===== config.mk =====
export PLATFORM = sky130hd
export DESIGN_NAME = branch_execute
export DESIGN_NICKNAME = d
export VERILOG_FILES = /design/src/rtl/branch_pkg.sv /design/src/rtl/branch_compare.sv /design/src/rtl/branch_execute.sv
export SDC_FILE = /design/constraint.sdc
export NUM_CORES = 1
export LEC_CHECK = 0
export ABC_AREA = 1
export CORE_MARGIN = 4
export CORE_UTILIZATION = 52
export CTS_BUF_LIST = sky130_fd_sc_hd__clkbuf_4
export CTS_CLUSTER_SIZE = 8
export DETAILED_ROUTE_END_ITERATION = 7
export PLACE_DENSITY = 0.84
export SETUP_SLACK_MARGIN = 0.15
export SYNTH_ARGS = -nofsm -noshare
export SYNTH_HDL_FRONTEND = slang
export SYNTH_SLANG_ARGS = --single-unit

===== constraint.sdc =====
create_clock -name clk -period 1.9 [get_ports clk]
set_clock_uncertainty 0.2 [all_clocks]
set_input_delay 0.19 -clock clk [delete_from_list [all_inputs] [get_ports clk]]
set_output_delay 0.19 -clock clk [all_outputs]
set_load 0.005 [all_outputs]

===== src/rtl/branch_pkg.sv =====
// Shared types and constants for the branch execute stage.
package branch_pkg;

    // Link value written for JAL/JALR is the address of the next instruction.
    localparam int LINK_OFFSET = 4;

    typedef enum logic [1:0] {
        BR_EQ = 2'b00,
        BR_NE = 2'b01,
        BR_LT = 2'b10,
        BR_GE = 2'b11
    } br_op_e;

    // Decoded branch bundle as delivered by branch decode (non-operand fields).
    typedef struct packed {
        logic        is_nop;
        logic        is_jmp;
        logic        is_imm_type;
        logic        zero_ext;
        br_op_e      op;
        logic [4:0]  rd;
        logic [19:0] imm;
    } br_req_t;

endpackage


===== src/rtl/branch_compare.sv =====
// Combinational branch condition evaluator (EQ/NE/LT/GE, signed or unsigned).
module branch_compare
    import branch_pkg::*;
#(
    parameter int XLEN = 32
) (
    input  logic [XLEN-1:0] a,
    input  logic [XLEN-1:0] b,
    input  br_op_e          op,
    input  logic            zero_ext,
    output logic            cond_true
);

    logic lt;

    assign lt = zero_ext ? (a < b) : ($signed(a) < $signed(b));

    // Select the condition for the requested compare op.
    always_comb begin
        cond_true = 1'b0;
        case (op)
            BR_EQ:   cond_true = (a == b);
            BR_NE:   cond_true = (a != b);
            BR_LT:   cond_true = lt;
            BR_GE:   cond_true = !lt;
            default: cond_true = 1'b0;
        endcase
    end

endmodule


===== src/rtl/branch_execute.sv =====
// Branch execute stage: resolves condition and target, produces link writeback,
// issues a one-shot redirect and squashes the wrong-path shadow behind it.
module branch_execute
    import branch_pkg::*;
#(
    parameter int SHADOW_SLOTS = 1,
    parameter int XLEN         = 32
) (
    input  logic            clk,
    input  logic            rst_n,
    input  logic            flush,
    input  logic            in_valid,
    output logic            in_ready,
    input  logic [XLEN-1:0] in_pc,
    input  logic            in_is_nop,
    input  logic            in_is_jmp,
    input  logic            in_is_imm_type,
    input  logic            in_zero_ext,
    input  logic [1:0]      in_op,
    input  logic [4:0]      in_rd,
    input  logic [19:0]     in_imm,
    input  logic [XLEN-1:0] in_rs1_val,
    input  logic [XLEN-1:0] in_rs2_val,
    output logic            out_valid,
    input  logic            out_ready,
    output logic            out_taken,
    output logic            out_wb_en,
    output logic [4:0]      out_wb_rd,
    output logic [XLEN-1:0] out_wb_data,
    output logic            redirect_valid,
    output logic [XLEN-1:0] redirect_pc
);

    localparam logic [1:0] SQ_LOAD = 2'(SHADOW_SLOTS);

    br_req_t         req;
    logic [1:0]      sq_cnt;
    logic            accept;
    logic            squash;
    logic            illegal;
    logic            eff_nop;
    logic            cond_true;
    logic            taken;
    logic            wb_en;
    logic [XLEN-1:0] imm_sx;
    logic [XLEN-1:0] jalr_sum;
    logic [XLEN-1:0] target;
    logic [XLEN-1:0] link;

    assign req = '{is_nop:      in_is_nop,
                   is_jmp:      in_is_jmp,
                   is_imm_type: in_is_imm_type,
                   zero_ext:    in_zero_ext,
                   op:          br_op_e'(in_op),
                   rd:          in_rd,
                   imm:         in_imm};

    branch_compare #(.XLEN(XLEN)) u_cmp (
        .a         (in_rs1_val),
        .b         (in_rs2_val),
        .op        (req.op),
        .zero_ext  (req.zero_ext),
        .cond_true (cond_true)
    );

    assign in_ready = !out_valid || out_ready;
    assign accept   = in_valid && in_ready;

    // Anything arriving while shadow slots remain is on the wrong path.
    assign squash   = (sq_cnt != 2'd0);
    // A register-relative target without a jump is not a legal encoding; drop it.
    assign illegal  = !req.is_jmp && req.is_imm_type;
    assign eff_nop  = req.is_nop || illegal || squash;

    assign taken    = !eff_nop && (req.is_jmp || cond_true);
    assign wb_en    = !eff_nop && req.is_jmp && (req.rd != 5'd0);

    assign imm_sx   = {{(XLEN-20){req.imm[19]}}, req.imm};
    assign jalr_sum = in_rs1_val + imm_sx;
    assign target   = (req.is_jmp && req.is_imm_type) ? {jalr_sum[XLEN-1:1], 1'b0}
                                                      : in_pc + (imm_sx << 1);
    assign link     = in_pc + XLEN'(LINK_OFFSET);

    // Output register, redirect pulse and shadow-slot counter.
    always_ff @(posedge clk or negedge rst_n) begin
        if (!rst_n) begin
            out_valid      <= 1'b0;
            out_taken      <= 1'b0;
            out_wb_en      <= 1'b0;
            out_wb_rd      <= '0;
            out_wb_data    <= '0;
            redirect_valid <= 1'b0;
            redirect_pc    <= '0;
            sq_cnt         <= '0;
        end else if (flush) begin
            // Flush wins over a same-cycle accept; the input is dropped.
            out_valid      <= 1'b0;
            redirect_valid <= 1'b0;
            sq_cnt         <= '0;
        end else begin
            // Pulse only at the accepting edge so a stalled result never re-fires.
            redirect_valid <= accept && taken;
            if (accept) begin
                out_valid   <= 1'b1;
                out_taken   <= taken;
                out_wb_en   <= wb_en;
                out_wb_rd   <= req.rd;
                out_wb_data <= link;
                if (taken) begin
                    redirect_pc <= target;
                    sq_cnt      <= SQ_LOAD;
                end else if (squash) begin
                    sq_cnt      <= sq_cnt - 2'd1;
                end
            end else if (out_ready) begin
                out_valid <= 1'b0;
            end
        end
    end

`ifndef SYNTHESIS
    // Flag the illegal non-jump register-relative encoding when it is consumed.
    always_ff @(posedge clk) begin
        if (rst_n && !flush && accept && !req.is_nop)
            assert (!illegal) else $error("branch_execute: is_imm_type without is_jmp");
    end
`endif

endmodule


==> results of run 1 <==
==> cells by family after synthesis <==
kind of cell | synth area share, %
DFF | 22.89
and+or+nand+nor | 32.30
AOI/OAI and AO/OA | 18.19
buffers and inverters | 7.629
adders and majority gates | 14.83
xor gates and xnor gates | 4.165
==> per-stage QoR <==
stage | util [%] | hold slack (ns)
3_5_place_dp | 82.85 | -0.08131
2_1_floorplan | - | -0.3056
3_3_place_gp | 82.85 | -0.08985
==> qor.csv, run 1 <==
stage,metric,value,unit
run_status,status,aborted with a tool error,
run_status,stopping stage,4_1_cts,
run_status,first error message,[ERROR DPL-0033] detailed placement checks failed during check placement.,
clock_tree,number of hold buffers added after CTS,7,
synth,sequential share of the synthesized area,22.89,%
synth,"EDFF count, synth",0,
placed_design,placement-stage worst setup slack,-1.072,ns
clock_tree,clock sink count,75,
synth,most instantiated flip-flop cell in the synthesis netlist,sky130_fd_sc_hd__dfrtp_1,
floorplan,initial cell density of the core,53.55,%
floorplan,die height,133.6,µm
synth,net count after synthesis,1509,
synth,dominant cell type by area after synthesis,sky130_fd_sc_hd__dfrtp_1,
placed_design,total cell area at the placement stage,12690,µm²
placed_design,Final GP Congestion,1.029,
placed_design,count of buffers from port buffering,205,
clock_tree,total CTS buffers,9,
synth,ys async rst share,100.0,%
clock_tree,count of buffers added by post-CTS timing repair for setup,50,
synth,total standard cell area after synthesis,8200,µm²
synth,cell with the most instances after synthesis,sky130_fd_sc_hd__nand2_1,
clock_tree,clock buffer depth,2,
synth,average footprint of a synthesized cell,6.402,µm²
floorplan,top-level I/O count,206,
placed_design,post-detailed-placement half-perimeter wirelength,28300,µm
synth,most numerous cell types in the synthesized netlist,"sky130_fd_sc_hd__nand2_1 (418), sky130_fd_sc_hd__inv_1 (129), sky130_fd_sc_hd__a21oi_1 (128)",
synth,share of the synthesized area in the top cell type,22.89,%
synth,number of distinct library cell variants in the gate-level netlist after synthesis,42,
clock_tree,Resize count post-CTS,803,
floorplan,Die X-Extent,133.6,µm
clock_tree,clock root buffer,sky130_fd_sc_hd__clkbuf_4,
synth,Area contributors post-synth,"sky130_fd_sc_hd__dfrtp_1 (23%), sky130_fd_sc_hd__nand2_1 (19%), sky130_fd_sc_hd__ha_1 (14%)",
floorplan,number of core rows,45,
placed_design,total placed cells including tap cells,1950,
synth,"flops & latches, synth",75,
synth,Yosys Warn Count,0,
synth,Post-Syn Instances,1281,
clock_tree,depth of the CTS H-tree,3,
==> run 2, diff against run 1 <==
CORE_UTILIZATION = 40   (was 52)
CTS_BUF_LIST = not set   (was sky130_fd_sc_hd__clkbuf_4)
CTS_CLUSTER_SIZE = not set   (was 8)
PLACE_DENSITY = not set   (was 0.84)
PLACE_DENSITY_LB_ADDON = 0.15   (was not set)
SETUP_SLACK_MARGIN = not set   (was 0.15)
==> qor.csv, run 2 <==
stage,metric,value,unit,change
run_status,status,finished with violations,,
run_status,violated checks,setup timing,,
drt,post-route ant nets,0,,
layout,ANT cells,0,,
layout,Seq. cell area,1877,µm²,
layout,"commonest cells after routing, fill and taps aside","sky130_fd_sc_hd__buf_4 (323), sky130_fd_sc_hd__nand2_1 (314), sky130_fd_sc_hd__inv_1 (92)",,
drt,Remaining DRCs,0,,
timing,worst-margin pin slew,0.3880,ns,
synth,simple-gate share of the synthesized area,32.30,%,unchanged
floorplan,top-level I/O count,206,,unchanged
floorplan,die height,151.2,µm,+13%
placed_design,Final GP Congestion,0.9582,,-6.9%
floorplan,core area,20170,µm²,
layout,number of inserted filler cells in the final layout,1446,,
global_routing,number of global-route vias before repair,10940,,
layout,summed area of non-filler cells in the final layout,15570,µm²,
placed_design,total cell area at the placement stage,12930,µm²,+1.9%
synth,area share of fa/ha/maj cells after synthesis,14.83,%,unchanged
flow_run,max-cap viol count,0,,
floorplan,number of core rows,52,,+16%
power,Max rail drop VDD,0.4574,mV,
worst_setup_path,data arrival time of the critical path,2.12,ns,
synth,average footprint of a synthesized cell,6.402,µm²,unchanged
worst_setup_path,source of the worst register-to-register timing path,sq_cnt[0]$_DFFE_PN0P_,,
worst_setup_path,kind of launch point of the worst setup path,primary input,,
power,relative contribution of combinational cells to total power,56.0,%,
power,sequential share of power,24.7,%,
synth,Area contributors post-synth,"sky130_fd_sc_hd__dfrtp_1 (23%), sky130_fd_sc_hd__nand2_1 (19%), sky130_fd_sc_hd__ha_1 (14%)",,
synth,number of distinct library cell variants in the gate-level netlist after synthesis,42,,unchanged
clock_tree,clock buffer depth,2,,unchanged
layout,Total Nets Final,2055,,
synth,"EDFF count, synth",0,,unchanged
drt,mean number of vias per cell,5.294,,
power,Pint,5.970,mW,
layout,number of cells in the finished layout apart from fillers,2102,,
placed_design,post-detailed-placement half-perimeter wirelength,26020,µm,-8.1%
timing,Final Critical Period,2.075,ns,
synth,most numerous cell types in the synthesized netlist,"sky130_fd_sc_hd__nand2_1 (418), sky130_fd_sc_hd__inv_1 (129), sky130_fd_sc_hd__a21oi_1 (128)",,
power,power consumption,9.734,mW,
drt,sum of routed wire length over all layers,37050,µm,
power,cell area power density,625.2,nW/µm²,
power,leakage power summed over all cells,7.350,nW,
power,Net Sw Frac,38.67,%,
global_routing,remaining global-route overflow,0,,
timing,Slew HR,73.86,%,
drt,Iter 0 DRT Violations,642,,
synth,net count after synthesis,1509,,unchanged
worst_setup_path,timing startpoint of the critical path,in_imm[14],,
synth,Yosys Warn Count,0,,unchanged
placed_design,count of buffers from port buffering,205,,unchanged
layout,"commonest non-fill, non-tap cell in the layout",sky130_fd_sc_hd__buf_4,,
global_routing,maximum number of pins on one net before global-route repair,53,,
synth,most instantiated flip-flop cell in the synthesis netlist,sky130_fd_sc_hd__dfrtp_1,,
clock_tree,clk_lat worst skew,0.35,ns,
worst_setup_path,endpoint type of the worst setup path,register,,
layout,relative area change from synthesis to final layout,89.85,%,
synth,ys async rst share,100.0,%,unchanged
synth,Synth Area in XOR/XNOR,4.165,%,unchanged
synth,cell with the most instances after synthesis,sky130_fd_sc_hd__nand2_1,,
synth,Post-Syn Instances,1281,,unchanged
floorplan,area enclosed by the die boundary,22860,µm²,
global_routing,first-pass GRT wire length,54830,µm,
timing,number of hold violations in the final report,0,,
drt,vias,11130,,
min_path,startpoint of the worst hold path,in_pc[5],,
placed_design,total placed cells including tap cells,2034,,+4.3%
timing,Fmax,0.4819,GHz,
floorplan,Die X-Extent,151.2,µm,+13%
clock_tree,clock root buffer,sky130_fd_sc_hd__clkbuf_16,,
worst_setup_path,required time reported for the critical path endpoint,1.95,ns,
timing,setup repair after global routing missed its margin,true,,
timing,post-route setup slack,-0.1749,ns,
synth,post-synthesis mux area share,0,%,unchanged
global_routing,initial antenna violation count,0,,
clock_tree,TritonCTS clock tree,built,,
worst_setup_path,number of buffers and inverters on the critical path,2,,
synth,total standard cell area after synthesis,8200,µm²,unchanged
layout,top flop regs,"out_wb_data (32), redirect_pc (32), out_wb_rd (5)",,
worst_setup_path,Top Family by Delay on Critical Path,simple AND/OR/NAND/NOR gates,,
power,net switching power,3.764,mW,
worst_setup_path,crit-path cells,"clkdlybuf4s15_2, ha_4, nand2_1, o21ai_1, a21oi_2, nand2_2, nand2_1, nand2_1, a21oi_2, o21ai_2, buf_4, nand2_1, nand2_2, nand2_1",,
worst_setup_path,delay of the slowest cell on the worst path,0.34,ns,
global_routing,GRT Overall Usage,30.39,%,
timing,fraction of the cycle the final worst path needs,109.2,%,
drt,per-cell routed wire length,17.63,µm,
min_path,HP Class,in -> reg,,
timing,Final TNS setup,-4.700,ns,
worst_setup_path,CP max FO,4,,
layout,share of cells above drive strength 1,46.40,%,
clock_tree,clock sink count,75,,unchanged
synth,dominant cell type by area after synthesis,sky130_fd_sc_hd__dfrtp_1,,
worst_setup_path,CP most frequent cell,sky130_fd_sc_hd__nand2_1,,
clock_tree,clock-pin slew reported for the worst setup and hold paths after clock tree synthesis,0.07,ns,
clock_tree,depth of the CTS H-tree,3,,unchanged
timing,Final setup violation count,36,,
synth,sequential share of the synthesized area,22.89,%,unchanged
synth,"synthesized-area fraction occupied by ao, oa, aoi and oai cells",18.19,%,unchanged
timing,number of pins exceeding their max-slew limit in the final report,0,,
layout,multi-input combinational cell area,7899,µm²,
synth,"flops & latches, synth",75,,unchanged
synth,combinational family with the most area after synthesis,simple AND/OR/NAND/NOR gates,,
worst_setup_path,cell type of the slowest stage on the worst timing path,sky130_fd_sc_hd__o21ai_1,,
drt,total iterations of the first detailed-routing run,5,,
worst_setup_path,kind of critical path,in -> reg,,
power,Clk network pwr share,19.3,%,
synth,share of the synthesized area in the top cell type,22.89,%,unchanged
floorplan,initial cell density of the core,40.66,%,-13 points
clock_tree,total CTS buffers,9,,unchanged
-- run 2: cell counts after synthesis --
Identical to the previous run, type by type.
-- run 2: layout make-up --
class	instances	area share, %
tap	270	2.170
clock inverter	7	0.5304
inverter	133	3.448
clock buffer	9	1.447
timing repair buffer	555	29.61
multi-input combinational	1053	50.74
sequential	75	12.05
-- run 2: stage by stage --
stage	utilization (%)	hold WS [ns]	worst slack [ns]
floorplan	-	-0.3056	-0.1473
global placement	64.12	-0.06214	-1.033
detailed placement	64.12	-0.06158	-1.128
CTS	74.18	0.005886	-0.1314
global route	77.19	0.08338	-0.3195
finish	77.19	0.07426	-0.1749
-- run 2: worst register-to-register path: cells and delay by family, from the launching register on --
family / cells / cell delay [ns]
fa+ha+maj: 1 / 0.16
buf+inv: 4 / 0.53
flops: 1 / 0.38
compound gates: 1 / 0.17
simple gates: 3 / 0.31
-- run 2: worst paths after layout --
check,endpoint,slack [ns],cells past startpoint
max in group asynchronous,redirect_pc[11]$_DFFE_PN0P_,0.81,3
min in group asynchronous,out_wb_rd[0]$_DFFE_PN0P_,0.11,2
worst max register to register,redirect_pc[26]$_DFFE_PN0P_,0.04,9
worst max-delay path,redirect_pc[23]$_DFFE_PN0P_,-0.17,14
worst min register to register,out_wb_data[0]$_DFFE_PN0P_,0.27,2
worst min-delay path,out_wb_data[5]$_DFFE_PN0P_,0.07,4
-- run 2: power groups by stage --
stage	combinational, mW	sequential (mW)	clock (mW)
finish	5.45	2.41	1.87
global route	5.90	2.45	1.94
CTS	4.97	2.40	1.88
detailed placement	4.36	2.42	0
global placement	4.30	2.42	0
floorplan	1.71	2.39	0
-- run 2: logic make-up (layout without fill, tap and decap cells) --
logic type	count (synthesis)	after routing
DFF	75	75
and+or+nand+nor	640	640
adders and majority gates	96	96
xor gates and xnor gates	39	39
AOI/OAI and AO/OA	278	278
buffers and inverters	153	704
-- run 2: timing repair --
item                       4_1_cts  5_1_grt
setup endpoints to repair       53       47
gates resized for setup        644      221
cloned                           4        0
hold buffers                     1        1
pin swaps                      166      120
hold endpoints to repair        75        1
buffers inserted                29       17
-- run 2: metal layers --
metal	GRT usage [%]	vias up	wire [µm]
met5	0	-	0
met4	13.06	0	1651
met3	3.112	110	2224
met2	54.03	456	18370
met1	37.14	5197	14800
li1	-	5364	-
Power figures use the tool's default switching activity.
